**config.mk**
```make
export PLATFORM = sky130hd
export DESIGN_NAME = tanh_preact_quantizer_4bit
export DESIGN_NICKNAME = d
export VERILOG_FILES = /design/src/rtl/tanh_preact_quantizer_4bit.sv
export SDC_FILE = /design/constraint.sdc
export NUM_CORES = 1
export LEC_CHECK = 0
export CAP_MARGIN = 5
export CORE_ASPECT_RATIO = 2
export CORE_MARGIN = 2
export CORE_UTILIZATION = 55
export CTS_BUF_LIST = sky130_fd_sc_hd__clkbuf_2
export DETAILED_ROUTE_END_ITERATION = 8
export GPL_ROUTABILITY_DRIVEN = 0
export PLACE_DENSITY_LB_ADDON = 0.08
export SLEW_MARGIN = 20
export SYNTH_ARGS = -nofsm -noshare
export SYNTH_HDL_FRONTEND = slang
export SYNTH_SLANG_ARGS = --single-unit
```
**constraint.sdc**
```tcl
create_clock -name clk -period 5.55 [get_ports clk]
set_clock_uncertainty 0.05 [all_clocks]
set_input_delay 1.11 -clock clk [delete_from_list [all_inputs] [get_ports clk]]
set_output_delay 1.11 -clock clk [all_outputs]
set_load 0.05 [all_outputs]
```
**src/rtl/tanh_preact_quantizer_4bit.sv**
```systemverilog
// rtl/tanh_preact_quantizer_4bit.sv - accumulate a vector of signed terms, round-shift and saturate to a 4-bit tanh input code
module tanh_preact_quantizer_4bit #(
    parameter int DW    = 8,
    parameter int LEN   = 16,
    parameter int SHIFT = 4
) (
    input  logic          clk,
    input  logic          reset_n,
    input  logic          in_valid,
    output logic          in_ready,
    input  logic [DW-1:0] in_data,
    input  logic          in_last,
    output logic          out_valid,
    input  logic          out_ready,
    output logic [3:0]    out_code,
    output logic          out_sat,
    output logic [15:0]   sat_count
);
    localparam int CW   = (LEN > 1) ? $clog2(LEN) : 1;
    localparam int ACCW = DW + CW;
    // One guard bit so the rounding offset can never wrap the sum.
    localparam int RW   = ACCW + 1;
    localparam logic [CW-1:0]        LAST_IDX = CW'(LEN - 1);
    localparam logic signed [RW-1:0] R_MAX    = RW'(7);
    localparam logic signed [RW-1:0] R_MIN    = -RW'(8);
    localparam logic [RW-1:0]        HALF     = RW'(1) << (SHIFT - 1);

    typedef enum logic {ST_ACC = 1'b0, ST_HOLD = 1'b1} state_t;

    state_t                  state_q, state_d;
    logic                    run_q;
    logic [ACCW-1:0]         acc_q, acc_d;
    logic [CW-1:0]           cnt_q, cnt_d;
    logic [3:0]              code_q, code_d;
    logic                    sat_q, sat_d;
    logic [15:0]             satcnt_q, satcnt_d;

    logic                    accept;
    logic                    ending;
    logic [ACCW-1:0]         sum;
    logic signed [RW-1:0]    rnd;
    logic signed [RW-1:0]    r;
    logic                    clip_hi;
    logic                    clip_lo;

    always_ff @(posedge clk) begin
        if (!reset_n) begin
            state_q <= ST_ACC;
        end else begin
            state_q <= state_d;
        end
    end

    always_comb begin
        state_d = state_q;
        case (state_q)
            ST_ACC:  if (ending)    state_d = ST_HOLD;
            ST_HOLD: if (out_ready) state_d = ST_ACC;
            default: state_d = ST_ACC;
        endcase
    end

    // run_q keeps in_ready low on the reset edge and raises it one edge later.
    always_comb begin
        in_ready  = run_q && (state_q == ST_ACC);
        out_valid = (state_q == ST_HOLD);
    end

    assign accept  = in_valid && in_ready;
    assign ending  = accept && (in_last || (cnt_q == LAST_IDX));
    assign sum     = acc_q + {{CW{in_data[DW-1]}}, in_data};
    assign rnd     = {sum[ACCW-1], sum} + HALF;
    assign r       = rnd >>> SHIFT;
    assign clip_hi = (r > R_MAX);
    assign clip_lo = (r < R_MIN);

    always_comb begin
        acc_d    = acc_q;
        cnt_d    = cnt_q;
        code_d   = code_q;
        sat_d    = sat_q;
        satcnt_d = satcnt_q;
        if (ending) begin
            acc_d  = '0;
            cnt_d  = '0;
            sat_d  = clip_hi || clip_lo;
            code_d = clip_hi ? 4'b0111 : (clip_lo ? 4'b1000 : r[3:0]);
            if ((clip_hi || clip_lo) && (satcnt_q != 16'hFFFF)) begin
                satcnt_d = satcnt_q + 16'd1;
            end
        end else if (accept) begin
            acc_d = sum;
            cnt_d = cnt_q + CW'(1);
        end
    end

    always_ff @(posedge clk) begin
        if (!reset_n) begin
            run_q    <= 1'b0;
            acc_q    <= '0;
            cnt_q    <= '0;
            code_q   <= '0;
            sat_q    <= 1'b0;
            satcnt_q <= '0;
        end else begin
            run_q    <= 1'b1;
            acc_q    <= acc_d;
            cnt_q    <= cnt_d;
            code_q   <= code_d;
            sat_q    <= sat_d;
            satcnt_q <= satcnt_d;
        end
    end

    assign out_code  = code_q;
    assign out_sat   = sat_q;
    assign sat_count = satcnt_q;
endmodule

```
# Word level (Yosys, flattened, before mapping)

Cells that the tools add are included.

Reduce and logical (&&, ||, !) cells: 8
Add/sub/neg operators: 4
$lt $le $gt $ge: 2
Eq/ne operators: 2
Bitwise gates (word level): 2
Muxes and demuxes: 6

Operators by type and width:

| kind                                                                             | count |
|---|---|
| 16-bit by 1-bit adder with 16-bit output (second input constant)                 | 1 |
| 16-bit != test (second input constant)                                           | 1 |
| 12-bit by 5-bit adder with 13-bit output (second input constant)                 | 1 |
| 12-bit adder                                                                     | 1 |
| 9-bit by 4-bit greater-than comparator with 1-bit output (second input constant) | 1 |
| 9-bit by 4-bit less-than comparator with 1-bit output (second input constant)    | 1 |
| 4-bit 2-to-1 mux                                                                 | 2 |
| 4-bit by 1-bit adder with 4-bit output (second input constant)                   | 1 |
| 4-bit equality test (second input constant)                                      | 1 |
| 1-bit logical AND                                                                | 4 |
| 1-bit 2-to-1 mux                                                                 | 3 |
| 1-bit logical OR                                                                 | 2 |
| 1-bit inverter                                                                   | 2 |
| 1-bit case mux with 2 select lines                                               | 1 |
| 2-bit AND reduction                                                              | 1 |
| 2-bit OR reduction                                                               | 1 |

Output and inout port bits: 23
Register bits: 39
Bits of input ports: 13

# Logic depth before layout (Yosys ltp)

Word-level depth: 6
Mapped depth: 16
Depth with buffers taken out: 14

# Worst setup path after synthesis

No wires, ideal clock.

Path type: input port to flip-flop
Start point: input port in_data[0]
End point: register satcnt_q[1] (netlist: sat_count[1])
Path slack: 0.949 ns
Cell stages on the path: 16
Data required time: 5.428 ns
Setup time: 0.072 ns
Arrival time: 4.479 ns
Buffers on the path: 2
Cells stage by stage: ha_1 -> fa_1 -> a211oi_2 -> nor2_1 -> xor2_1 -> ha_1 -> and2_1 -> mux2i_1 -> a2111oi_4 -> or2_1 -> a211oi_1 -> o22a_1 -> buf_2 -> buf_4 -> o21ai_1 -> a21oi_1

Longest elaborated chain between the ends: 6
Elaborated cells between the ends (all ways): 7

RTL lines:

| what                                                                                                                                     | RTL line | text |
|---|---|---|
| from (decl)                                                                                                                              | 11       | `input logic [DW-1:0] in_data,` |
| 12-bit adder (*)                                                                                                                         | 71       | `assign sum = acc_q + {{CW{in_data[DW-1]}}, in_data};` |
| net sum[4]                                                                                                                               | 40       | `logic [ACCW-1:0] sum;` |
| 12-bit by 5-bit adder with 13-bit output (*)                                                                                             | 72       | `assign rnd = {sum[ACCW-1], sum} + HALF;` |
| 9-bit by 4-bit greater-than comparator with 1-bit output / 9-bit by 4-bit less-than comparator with 1-bit output (equally long branches) | 74, 75   |  |
| 1-bit logical OR (*)                                                                                                                     | 88       | `if ((clip_hi \|\| clip_lo) && (satcnt_q != 16'hFFFF)) begin` |
| 1-bit logical AND (*)                                                                                                                    | 88       |  |
| 2-bit AND reduction (no line) (*)                                                                                                        | -        |  |
| to (signal assigned)                                                                                                                     | 111      | `satcnt_q <= satcnt_d;` |
| to (decl)                                                                                                                                | 36       | `logic [15:0] satcnt_q, satcnt_d;` |

Mark *: on every way through the listed nets, which the timed path passes. The rest lies on a longest branch.
A chain may end at the register's enable or synchronous reset.

# Worst setup path in the final report

Start point: input port in_data[0]
End point: register satcnt_q[11] (netlist: sat_count[11])

The elaborated chain is that of the path after synthesis.

==> reports/metrics.cfg <==
[job]
max_cap_violations=0

[clock_network]
cts_hold_repair_buffers=0
clock_tree.buffer_depth=2
cts_htree_levels=2
cts-buffers-inserted=5
post-cts-setup-buffer-count=0
cts_resizes=0
register_clock_pin_slew_on_the_reported_worst_setup_and_hold_paths_ns=0.22
worst_skew_pair.late_latency_ns=0.41
cts_tree=done
root_buffer=sky130_fd_sc_hd__clkbuf_2
cts.sinks=39

[global_routing]
grt.total_usage=0.243
grt_antenna_before_repair=0
global_route_wire_length_before_repair_um=10100
first_global_vias=2298
global_route.overflow_total=0
grt_max_degree=32

[detailed_routing]
drt_wl_total_um=6270
postRouteAntennaNets=0
viasPerCell=6.06
detail_route.iter0.violations=58
routedWlPerCell_um=15.7
drt-pass1-iter-count=4
routed-via-count=2416
drcViolationCount=0

[place]
hpwlAfterDp_um=4750
port_buffers=35
pre_cts_slack_ns=0.486

[synth]
syn-num-nets=339
synth_top_flop_cell=sky130_fd_sc_hd__dfxtp_1
yosys_register_bits=39
syn_inst=311
synth_enable_flop_cells=0
mappedNetlistArea_mm2=0.00265
yosysWarningCount=0
synth.lib_cells_used.distinct=68
syn_area_per_cell_um2=8.52
seq_area_frac_synth=0.295
async_reset_ff_frac=0

[sta]
slew_of_the_pin_with_the_lowest_slew_margin_ns=0.793
setup_viol_count_final=0
setup_repair_after_global_routing_missed_its_margin=false
clock.fmax_mhz=215
timing_hold_violations_final=0
finalCriticalPeriod_ns=4.65
report.final.slew_viol_count=0
fin_ws_ns=0.904
finalSetupTns_ns=0
slew_headroom=0.465
finalCritPeriodShare=0.837

[floorplanning]
core.rowCount=35
die_height_um=102
ioPinCount=36
die_w_um=53.1
die_area_mm2=0.00542
core_area_mm2=0.00464
floorplan.initialDensity=0.571

[outcome]
status=complete, no violations

[setup_path]
rr_startpoint=acc_q[0]
crit_end=sat_count[11]
reg2reg_to=sat_count[11]
setup.worst_path.end_class=flip-flop
worst-endpoint-arrival_ns=4.93
setup.worst_path.start_class=input pin
timing_worst_setup_path_type=in2reg
launch_point_of_the_critical_path=in_data[0]
r2r_setup_slk_ns=1.66
r2r_cells=16
timing.critical_path.fanout_max=31
worstPathRequired_ns=5.84

[worst_hold_path]
path_category_of_the_worst_min_delay_check=reg2reg

[pwr]
vdd.ir_drop.worst_mv=0.289
pd_cells_mw_per_mm2=234
total_leakage_power_nw=1.13

[finish]
seqCellArea_um2=781
fillerInstances=411
mostFrequentLayoutCell=sky130_fd_sc_hd__dfxtp_1
layout_common_cells=sky130_fd_sc_hd__dfxtp_1 (39), sky130_fd_sc_hd__a21oi_1 (37), sky130_fd_sc_hd__clkdlybuf4s50_1 (35), sky130_fd_sc_hd__nand2_1 (34), sky130_fd_sc_hd__nor2_1 (21)
diodes=0
area.growth.synth_to_final_pct=17.9
post_route_cells_drive_above_1_share=0.0814
area_used_by_multi_input_combinational_logic_mm2=0.00176
final_nets=371
final_core_utilization=0.673

[per-stage QoR]
stage	hold slack [ns]	instances	instance area [um^2]	total power [mW]
global route	0.445	399	3120	0.761
CTS	0.425	399	3120	0.731
global placement	0.395	391	3030	0.505
finish	0.425	399	3120	0.730
floorplan	0.390	311	2650	0.458
detailed placement	0.401	391	3030	0.507
[state kept, by name (all words and copies together) (netlist names)]
register   cells
sat_count     16
acc_q         12
cnt_q          4
out_code       4
out_sat        1
out_valid      1
run_q          1
[layer usage]
| layer | vias up | part of all wire | routed length (um) | track usage |
|---|---|---|---|---|
| li1 | 1235 | - | - | - |
| met5 | - | 0 | 0 | 0 |
| met4 | 0 | 0.015 | 93 | 0.0868 |
| met3 | 7 | 0.024 | 151 | 0.0307 |
| met2 | 36 | 0.56 | 3520 | 0.484 |
| met1 | 1138 | 0.40 | 2500 | 0.242 |
[cells by family (layout without fill, tap and decap cells)]
group                    after synthesis  count (layout)  synth area share
multiplexers                           2               2           0.00803
flip-flops                            39              39             0.295
XOR/XNOR                              14              14            0.0519
AND/OR/NAND/NOR                      116             116             0.237
AO/OA/AOI/OAI                        103             103             0.294
adder cells (fa/ha/maj)               15              15            0.0737
buffers and inverters                 22              55            0.0415
[power breakdown]
part	switching, mW	leakage (nW)	total (mW)	internal (mW)
clock	0.105	0.0492	0.226	0.121
combinational	0.128	0.764	0.208	0.0808
sequential	0.00588	0.317	0.296	0.290
[cells in the mapped netlist (all sizes together), types with 4 or more instances]
master	count	area share
o21ai	12	0.023
buf	7	0.020
inv	7	0.0099
or4	15	0.042
clkbuf	7	0.0099
dfxtp	39	0.29
and3	4	0.0094
a21oi	38	0.073
xor2	7	0.026
o31ai	17	0.055
nand3	8	0.015
nor2b	4	0.0094
nand4	4	0.0094
nand2	34	0.048
xnor2	7	0.026
a211oi	9	0.039
nor2	21	0.030
ha	14	0.066
and2	6	0.014
[worst min-delay path by stage]
stage | startpoint | to | slack (ns) | cells past startpoint
after global routing | acc_q[9] | acc_q[9] | 0.45 | 2
after CTS | acc_q[9] | acc_q[9] | 0.43 | 2
after global placement | acc_q[9] | acc_q[9] | 0.39 | 2
after detailed placement | acc_q[9] | acc_q[9] | 0.40 | 2
final | acc_q[9] | acc_q[9] | 0.43 | 2
after floorplan | acc_q[0] | acc_q[0] | 0.39 | 2
[worst max-delay path, cell delays in order]
cell                              delay, ns
sky130_fd_sc_hd__clkdlybuf4s50_1       0.40
sky130_fd_sc_hd__ha_1                  0.24
sky130_fd_sc_hd__fa_1                  0.42
sky130_fd_sc_hd__a211oi_2              0.26
sky130_fd_sc_hd__nor2_1                0.08
sky130_fd_sc_hd__xor2_1                0.20
sky130_fd_sc_hd__ha_1                  0.22
sky130_fd_sc_hd__nor2b_1               0.19
sky130_fd_sc_hd__mux2i_1               0.10
sky130_fd_sc_hd__buf_4                 0.17
sky130_fd_sc_hd__a2111oi_4             0.24
sky130_fd_sc_hd__or2_1                 0.15
sky130_fd_sc_hd__a211oi_1              0.07
sky130_fd_sc_hd__o22a_1                0.25
sky130_fd_sc_hd__buf_12                0.17
sky130_fd_sc_hd__or4_1                 0.50
sky130_fd_sc_hd__a21oi_1               0.15
[area by class of cell]
cell class              count  share of cell area
clock inverters             3              0.0216
multi-input cells         250               0.563
repair buffers             39               0.126
clock buffers               5             0.00801
well taps                  55              0.0220
inverters                   8             0.00961
flip-flops and latches     39               0.250
Note: power is estimated with default switching activity, not from simulation.
